===== config.mk =====
export PLATFORM = sky130hd
export DESIGN_NAME = i2c_sensor_seq
export DESIGN_NICKNAME = d
export VERILOG_FILES = /design/src/rtl/i2c_seq_pkg.sv /design/src/rtl/i2c_seq_tick.sv /design/src/rtl/i2c_sensor_seq.sv
export SDC_FILE = /design/constraint.sdc
export NUM_CORES = 1
export LEC_CHECK = 0
export ABC_AREA = 1
export CORE_MARGIN = 5
export CORE_UTILIZATION = 41
export CTS_BUF_LIST = sky130_fd_sc_hd__clkbuf_16
export CTS_CLUSTER_SIZE = 14
export DETAILED_ROUTE_END_ITERATION = 10
export PLACE_DENSITY = 0.8
export SYNTH_ARGS = -nofsm -noshare
export SYNTH_HDL_FRONTEND = slang
export SYNTH_SLANG_ARGS = --single-unit

===== constraint.sdc =====
create_clock -name clk -period 1.85 [get_ports clk]
set_input_delay 0.37 -clock clk [delete_from_list [all_inputs] [get_ports clk]]
set_output_delay 0.37 -clock clk [all_outputs]
set_load 0.05 [all_outputs]

===== src/rtl/i2c_seq_pkg.sv =====
// +--------------------------------------------------------------------+
// | i2c_seq_pkg : shared types and defaults for the I2C sensor sequencer |
// | rev 1.0                                                              |
// +--------------------------------------------------------------------+
`default_nettype none

package i2c_seq_pkg;

  localparam int MAX_BURST = 16;
  localparam int MAX_INIT  = 8;

  typedef enum logic [2:0] {
    S_IDLE      = 3'd0,
    S_INIT_REQ  = 3'd1,
    S_INIT_WAIT = 3'd2,
    S_WAIT_TICK = 3'd3,
    S_RD_REQ    = 3'd4,
    S_RD_WAIT   = 3'd5,
    S_ERROR     = 3'd6
  } seq_state_t;

  // Table entry 0 lives in the least-significant byte.
  localparam logic [8*MAX_INIT-1:0] DEF_INIT_REG  = {40'h0, 8'h47, 8'h1C, 8'h6B};
  localparam logic [8*MAX_INIT-1:0] DEF_INIT_DATA = {40'h0, 8'h00, 8'h08, 8'h00};

  function automatic logic [7:0] byte_at(input logic [8*MAX_INIT-1:0] tbl,
                                         input logic [2:0] i);
    byte_at = tbl[8*i +: 8];
  endfunction

endpackage

`default_nettype wire


===== src/rtl/i2c_seq_tick.sv =====
// +--------------------------------------------------------------------+
// | i2c_seq_tick : free-running 0..DIV-1 counter, tick on the wrap cycle |
// | rev 1.0                                                              |
// +--------------------------------------------------------------------+
`default_nettype none

module i2c_seq_tick #(
  parameter int DIV = 3000
) (
  input  logic clk,
  input  logic rst_n,
  input  logic run,
  output logic tick
);

  localparam int W = $clog2(DIV);
  localparam logic [W-1:0] LAST = W'(DIV - 1);

  logic [W-1:0] cnt;

  // Held at zero while stopped so the first wrap is a full period after run rises.
  always_ff @(posedge clk) begin
    if (!rst_n || !run) begin
      cnt <= '0;
    end else if (cnt == LAST) begin
      cnt <= '0;
    end else begin
      cnt <= cnt + 1'b1;
    end
  end

  assign tick = run && (cnt == LAST);

endmodule

`default_nettype wire


===== src/rtl/i2c_sensor_seq.sv =====
// +--------------------------------------------------------------------+
// | i2c_sensor_seq : init-write then periodic burst-read I2C sequencer   |
// | rev 1.0                                                              |
// +--------------------------------------------------------------------+
`default_nettype none

module i2c_sensor_seq
  import i2c_seq_pkg::*;
#(
  parameter logic [6:0]              SLAVE_ADDR = 7'h68,
  parameter int                      N_INIT     = 3,
  parameter logic [7:0]              RD_REG     = 8'h3B,
  parameter int                      RD_LEN     = 14,
  parameter int                      SAMPLE_DIV = 3000,
  parameter int                      MAX_RETRY  = 3,
  parameter logic [8*MAX_INIT-1:0]   INIT_REG   = DEF_INIT_REG,
  parameter logic [8*MAX_INIT-1:0]   INIT_DATA  = DEF_INIT_DATA
) (
  input  logic                   clk,
  input  logic                   rst_n,
  input  logic                   enable,
  output logic                   txn_req,
  output logic                   txn_rw,
  output logic [6:0]             txn_addr,
  output logic [7:0]             txn_reg,
  output logic [7:0]             txn_wdata,
  output logic [4:0]             txn_len,
  input  logic                   txn_done,
  input  logic                   txn_nack,
  input  logic [8*MAX_BURST-1:0] txn_rdata,
  output logic [8*RD_LEN-1:0]    sample,
  output logic                   sample_valid,
  output logic                   init_done,
  output logic                   error,
  output logic [7:0]             err_cnt
);

  seq_state_t            state, state_nxt;
  logic [2:0]            idx, idx_nxt;
  logic [7:0]            retry, retry_nxt;
  logic [7:0]            err_cnt_nxt;
  logic                  init_done_nxt;
  logic [8*RD_LEN-1:0]   sample_nxt;
  logic                  sample_valid_nxt;
  logic                  tick;
  logic                  rd_phase;
  logic                  unused_rdata;

  assign unused_rdata = ^txn_rdata;

  i2c_seq_tick #(.DIV(SAMPLE_DIV)) u_tick (
    .clk   (clk),
    .rst_n (rst_n),
    .run   (init_done),
    .tick  (tick)
  );

  always_ff @(posedge clk) begin
    if (!rst_n) begin
      state        <= S_IDLE;
      idx          <= '0;
      retry        <= '0;
      err_cnt      <= '0;
      init_done    <= 1'b0;
      sample       <= '0;
      sample_valid <= 1'b0;
    end else begin
      state        <= state_nxt;
      idx          <= idx_nxt;
      retry        <= retry_nxt;
      err_cnt      <= err_cnt_nxt;
      init_done    <= init_done_nxt;
      sample       <= sample_nxt;
      sample_valid <= sample_valid_nxt;
    end
  end

  always_comb begin
    state_nxt        = state;
    idx_nxt          = idx;
    retry_nxt        = retry;
    err_cnt_nxt      = err_cnt;
    init_done_nxt    = init_done;
    sample_nxt       = sample;
    sample_valid_nxt = 1'b0;

    case (state)
      S_IDLE: begin
        if (enable) begin
          state_nxt = S_INIT_REQ;
          idx_nxt   = '0;
          retry_nxt = '0;
        end
      end

      S_INIT_REQ: begin
        state_nxt = enable ? S_INIT_WAIT : S_IDLE;
      end

      S_INIT_WAIT: begin
        if (txn_done && txn_nack) begin
          err_cnt_nxt = (err_cnt == 8'hFF) ? err_cnt : err_cnt + 8'd1;
          if (retry == 8'(MAX_RETRY)) begin
            state_nxt = S_ERROR;
          end else begin
            retry_nxt = retry + 8'd1;
            state_nxt = S_INIT_REQ;
          end
        end else if (txn_done) begin
          retry_nxt = '0;
          if (idx == 3'(N_INIT - 1)) begin
            idx_nxt       = '0;
            init_done_nxt = 1'b1;
            state_nxt     = S_WAIT_TICK;
          end else begin
            idx_nxt   = idx + 3'd1;
            state_nxt = S_INIT_REQ;
          end
        end
      end

      S_WAIT_TICK: begin
        if (!enable) begin
          init_done_nxt = 1'b0;
          state_nxt     = S_IDLE;
        end else if (tick) begin
          state_nxt = S_RD_REQ;
        end
      end

      S_RD_REQ: begin
        if (!enable) begin
          init_done_nxt = 1'b0;
          state_nxt     = S_IDLE;
        end else begin
          state_nxt = S_RD_WAIT;
        end
      end

      // Ticks arriving here are ignored: a late reader skips that period.
      S_RD_WAIT: begin
        if (txn_done && txn_nack) begin
          err_cnt_nxt = (err_cnt == 8'hFF) ? err_cnt : err_cnt + 8'd1;
          if (retry == 8'(MAX_RETRY)) begin
            state_nxt = S_ERROR;
          end else begin
            retry_nxt = retry + 8'd1;
            state_nxt = S_RD_REQ;
          end
        end else if (txn_done) begin
          retry_nxt        = '0;
          sample_nxt       = txn_rdata[8*RD_LEN-1:0];
          sample_valid_nxt = 1'b1;
          state_nxt        = S_WAIT_TICK;
        end
      end

      S_ERROR: begin
        state_nxt = S_ERROR;
      end

      default: begin
        state_nxt = S_IDLE;
      end
    endcase
  end

  // Request is high only in the WAIT states, so every REQ state forms the one-cycle gap.
  assign rd_phase  = (state == S_RD_REQ) || (state == S_RD_WAIT);
  assign txn_req   = (state == S_INIT_WAIT) || (state == S_RD_WAIT);
  assign txn_rw    = rd_phase;
  assign txn_addr  = SLAVE_ADDR;
  assign txn_reg   = rd_phase ? RD_REG : byte_at(INIT_REG, idx);
  assign txn_wdata = rd_phase ? 8'h00  : byte_at(INIT_DATA, idx);
  assign txn_len   = rd_phase ? 5'(RD_LEN) : 5'd1;
  assign error     = (state == S_ERROR);

endmodule

`default_nettype wire


==> impl_results.md, run 1 <==
* Status: finished with violations
* Violated checks: setup timing
* Clock sink count at 148
* Final Hold Viols at 0
* Crit-path max cell delay at 0.37 ns
* Die ar. at 0.0173 sq mm
* Crit Path Category: reg2out
* Hold path depth at 3
* Hold Startpoint: rst_n
* DR pass1 iterations at 4
* IO Port Bufs at 253
* R2r endpoint: idx[1]$_SDFFE_PN0P_
* Sequential element share of the synthesized area at 48.8%
* Worst-Margin Slew at 0.499 ns
* Mapped Area at 0.00607 sq mm
* Pin count of the biggest net entering global routing at 79
* Post-Route WL at 18000 um
* CP Capture Type: output pin
* CP arrival at 1.59 ns
* First-pass GRT wire length at 27900 um
* Final setup margin at -0.115 ns
* All-Layer GR Usage at 19.7%
* H-tree depth at 4
* VDD IR max at 0.841 mV
* GP Congestion at 0.933
* Stages on worst setup path at 6
* Initial DRC count at 297
* Area delta synth->final at 54.1%
* Most used DFF post-synth: dfxtp_1
* Max cap viols at 0
* Skew-Pair Late Insertion Delay at 0.41 ns
* Die Wd at 132 um
* Cell at the root of the clock tree: clkbuf_16
* Hpwl dp at 12900 um
* TritonCTS Buffers at 17
* Slew HR at 66.7%
* Std cell rows at 44
* WHS Endpoint: err_cnt[3]$_SDFFE_PN0P_
* Crit path cell chain: nor2_4 > nand2_4 > nand2_8 > buf_4 > buf_4 > buf_12
* CP max-delay cell: dfxtp_4
* Final Slew Violations at 0
* RSZ-0062 raised after global routing: yes
* Initial Util at 41.8%
* Leakage at 0.00393 uW
* Worst-path clk slew at 0.06 ns
* Syn Inst Count at 826
* Wire per inst at 14.1 um
* Remaining routing DRC violations at 0
* Via count at 6032
* Final nets at 1221
* Final setup viols at 12
* Pwr Density at 1210 mW/mm^2
* Startpoint Class: flip-flop
* Grt total ovfl at 0
* CP Max Fanout at 6
* Top delay family on crit path: buffers and inverters
* Die Ht at 132 um
* Min-Delay Path Class: in2reg
* Setup Skew at 0.0110 ns
* Yosys Warn Count at 0
* Initial antenna violation count at 1
* Worst R2R Path Depth at 8
* RR Startpoint: state[1]$_SDFFE_PN0P_
* Async SR Flop Fraction at 0%
* Post-DR vias/cell at 4.72
* Post-synth EDFFs at 0
* Crit path time final at 1.96 ns
* Post-DRT Antenna Nets at 0
* CTS tree: done
* Most Frequent Cell on Critical Path: buf_4
* Register-to-register path setup slack at 0.26 ns
* Count of cell types in the netlist at 32
* Vias in the first global route at 5519
* Crit share post-route at 106%
* Hold WS at 0.309 ns
* Pre-CTS WS at -0.0334 ns
* Share of cells above drive strength 1 at 20.1%
* CP required at 1.48 ns
* Hold_buf cts at 0
* Total core area at 0.0145 sq mm
* #FFs+latches synth at 148
* # IOs at 286
* Fmax at 0.509 GHz
* Syn Area/Cell at 7.35 sq um
* Clk buf depth at 2
* CP bufs+invs at 3
## cells by family (layout without fill, tap and decap cells)
kind of cell | Yosys count | after routing | synth area share, %
fa+ha+maj | 7 | 7 | 1.44
compound gates | 150 | 150 | 12.7
xor+xnor | 9 | 9 | 1.30
flops | 148 | 148 | 48.8
other cells | 2 | 17 | 0.124
simple gates | 408 | 408 | 27.4
buf+inv | 102 | 356 | 8.21
## layout by cell type (no fill, tap or decap), drive strengths merged
cell           count
xor2               6
o21bai             2
dlygate4sd2       15
xnor2              3
nand2             77
buf              152
nand3             35
nand3b             1
or2                3
o21ai            123
dfxtp            148
nor3               8
clkdlybuf4s50    115
bufinv             1
inv               41
conb              16
a21oi             24
diode              1
clkinvlp           4
nor2             271
a31oi              1
clkinv            11
nor3b              1
nand4             12
clkbuf            17
ha                 7
## worst max-delay path by stage
stage | from | to
after floorplan | state[0]$_SDFFE_PN0P_ | txn_reg[1]
after global placement | txn_done | idx[2]$_SDFFE_PN0P_
after detailed placement | txn_done | sample[9]$_SDFFE_PN0P_
after CTS | state[0]$_SDFFE_PN0P_ | txn_reg[3]
after global routing | state[1]$_SDFFE_PN0P_ | txn_reg[3]
final | state[1]$_SDFFE_PN0P_ | txn_len[1]
## area by class of cell
type	count	area [sq um]
repair buffers	282	2660
inverters	42	168
diodes	1	2.50
fillers	1231	5180
multi-input cells	590	2770
clock inverters	15	118
flip-flops and latches	148	2980
clock buffers	17	425
well taps	184	230
## what timing repair did
action | in CTS | in global routing
resized for setup | 39 | 1
buffers inserted | 11 | 1
pin swaps | 4 | 1
gates cloned | 0 | 0
setup endpoints to repair | 25 | 15
## routing by layer
metal  vias up  routed length, um  track usage (%)
li1       3121                  -                -
met4         0                337             6.23
met3        30               1560             8.52
met2       187               9220             34.8
met1      2694               6910             21.3
met5         -                  0                0
## cell usage after synthesis, types with 7 or more instances
| cell type | number | area (sq um) |
|---|---|---|
| ha_1 | 7 | 87.6 |
| buf_4 | 23 | 173 |
| a21oi_1 | 23 | 115 |
| o21ai_0 | 122 | 611 |
| buf_2 | 10 | 50.1 |
| nor2_1 | 269 | 1010 |
| nand4_1 | 12 | 75.1 |
| dfxtp_1 | 148 | 2960 |
| clkbuf_2 | 7 | 35.0 |
| nand2_1 | 74 | 278 |
| nor3_1 | 8 | 40.0 |
| inv_1 | 37 | 139 |
| clkbuf_1 | 18 | 67.6 |
| nand3_1 | 32 | 160 |
## power breakdown
part           total (uW)  internal, uW  switching (uW)
clock                3150          1830            1320
combinational        4560          1830            2730
sequential           3600          3420             182
total               11300          7080            4230
## per-stage QoR
stage / setup TNS, ns / power, uW / utilization [%] / instances / cell area, sq um
after detailed placement: -0.0517 / 7810 / 59.6 / 1234 / 8660
after global placement: 0 / 7770 / 59.6 / 1234 / 8660
after CTS: -1.10 / 11400 / 64.3 / 1277 / 9340
final: -0.892 / 11300 / 64.4 / 1279 / 9350
after floorplan: -0.0236 / 6360 / - / 840 / 6210
after global routing: -1.80 / 11800 / 64.4 / 1279 / 9350
## flip-flops by register name, indices dropped and copies added, names as in the netlist
name          count
err_cnt           8
state             3
init_done         1
sample          112
sample_valid      1
u_tick.cnt       12
retry             8
idx               3
## worst register-to-register path, delay by kind of cell, from the launching register on
| kind | cells | cell delay, ns |
|---|---|---|
| AO/OA/AOI/OAI | 1 | 0.26 |
| flip-flops | 1 | 0.37 |
| buffers and inverters | 2 | 0.24 |
| AND/OR/NAND/NOR | 5 | 0.61 |
No activity file was read; power rests on OpenSTA's default activity.
==> inputs of run 2 (changes only) <==
Settings changed: CORE_UTILIZATION 41 to 35, PLACE_DENSITY 0.8 to 0.7.
==> run 2 against run 1 <==
Against the previous run:
- the flow still finishes with violations (setup timing)
- worst hold slack better by 0.018 ns
- cell count grew 3.3%
- routed wire length rose by 0.84%
- highest routed layer is now met5
- die area up 16%
- combinational power about the same
- largest power group unchanged
- via count is 0.35% lower
==> impl_results.md, run 2 (synthesized netlist as in run 1, its figures left out) <==
* Post-DR vias/cell at 4.55
* Final setup viols at 13
* Largest regs: sample (112), u_tick.cnt (12)
* Most frequent cells in the layout: nor2_1, dfxtp_1, buf_4
* Cell at the root of the clock tree: clkbuf_16
* Std cell rows at 48
* Area delta synth->final at 56.4%
* Crit Path Category: reg2out
* Commonest non-fill, non-tap cell in the layout: nor2_1
* Final Slew Violations at 0
* RSZ-0062 raised after global routing: yes
* Hpwl dp at 13500 um
* Via count at 6011
* Number of flip-flops in the largest register at 112
* Pwr Density at 1210 mW/mm^2
* Final Hold Viols at 0
* Skew-Pair Late Insertion Delay at 0.42 ns
* Initial antenna violation count at 1
* CP Max Fanout at 5
* Die ar. at 0.0201 sq mm
* Final nets at 1224
* First-pass GRT wire length at 29100 um
* Clk buf depth at 2
* CP required at 1.48 ns
* Wire per inst at 13.8 um
* Setup Skew at 0.0114 ns
* Initial Util at 35.3%
* TritonCTS Buffers at 17
* Startpoint Class: flip-flop
* Post-Route WL at 18200 um
* Inserted Diodes at 0
* H-tree depth at 4
* Die Wd at 142 um
* Post-DRT Antenna Nets at 0
* Crit path time final at 1.95 ns
* Hold_buf cts at 0
* Die Ht at 142 um
* CP arrival at 1.58 ns
* Fmax at 0.512 GHz
* Worst-Margin Slew at 0.509 ns
* Min-Delay Path Class: in2reg
* Status: finished with violations
* Share of cells above drive strength 1 at 20.6%
* Pin count of the biggest net entering global routing at 66
* Slew HR at 66.2%
* Reg with most FFs: sample
* CP Capture Type: output pin
* Crit share post-route at 106%
* GP Congestion at 0.896
* IO Port Bufs at 253
* # IOs at 286
* Total negative setup slack at -0.646 ns
* Grt total ovfl at 0
* Leakage at 0.00397 uW
* Worst-path clk slew at 0.06 ns
* VDD IR max at 0.714 mV
* Vias in the first global route at 5846
* Max cap viols at 0
* Final setup margin at -0.105 ns
* Remaining routing DRC violations at 0
* # fillers at 1638
* CTS tree: done
* Violated checks: setup timing
* Total core area at 0.0172 sq mm
* Initial DRC count at 280
* Post-route core utilization at 55.2%
* Clock sink count at 148
* All-Layer GR Usage at 18.0%
* Tot Pwr at 11500 uW
* DR pass1 iterations at 4
==> run 2: layer usage <==
layer  wire, um  vias to the layer above  GRT usage, %
met5         20                        -             0
met4        343                        2          5.45
met3       1510                       23          7.35
met2       9140                      175          31.5
met1       7160                     2679          20.0
li1           -                     3132             -
==> run 2: path summary, 6_finish.rpt <==
kind	cells after the start	to	from	slack, ns
max	6	txn_reg[3]	state[0]$_SDFFE_PN0P_	-0.10
min reg2reg	1	u_tick.cnt[0]$_SDFF_PP0_	u_tick.cnt[0]$_SDFF_PP0_	0.46
min	3	err_cnt[2]$_SDFFE_PN0P_	rst_n	0.33
max reg2reg	8	sample[54]$_SDFFE_PN0P_	state[1]$_SDFFE_PN0P_	0.20
==> run 2: per-stage QoR <==
step / cell area (sq um) / hold WS, ns / std cells / setup WS, ns
floorplan: 6210 / 0.418 / 840 / -0.0236
global placement: 8770 / 0.435 / 1282 / -0.0871
detailed placement: 8770 / 0.463 / 1282 / -0.120
CTS: 9460 / 0.309 / 1321 / -0.132
global route: 9490 / 0.329 / 1321 / -0.193
finish: 9490 / 0.328 / 1321 / -0.105
==> run 2: report_power, final <==
part	switching, uW	internal, uW	total, uW
sequential	195	3420	3610
clock	1450	1890	3340
combinational	2740	1810	4550
total	4380	7120	11500
==> run 2: critical path, cell delays in order (launching register included) <==
cell	delay, ns
dfxtp_4	0.37
nor2_4	0.14
nand2_4	0.09
nand2_8	0.07
clkinvlp_4	0.20
o21ai_2	0.15
buf_12	0.16
==> run 2: area by class of cell <==
type / instances / area [sq um] / share of cell area (%)
Timing Repair Buffer: 285 / 2690 / 28.3
Clock inverter: 14 / 143 / 1.50
Clock buffer: 17 / 425 / 4.48
Tap cell: 225 / 282 / 2.97
Sequential cell: 148 / 2980 / 31.4
Multi-Input combinational cell: 590 / 2800 / 29.5
Inverter: 42 / 171 / 1.81
==> run 2: what timing repair did <==
action	4_1_cts	5_1_grt
buffers inserted	8	1
resized for setup	40	10
setup endpoints to repair	27	18
pin swaps	5	0
gates cloned	0	0
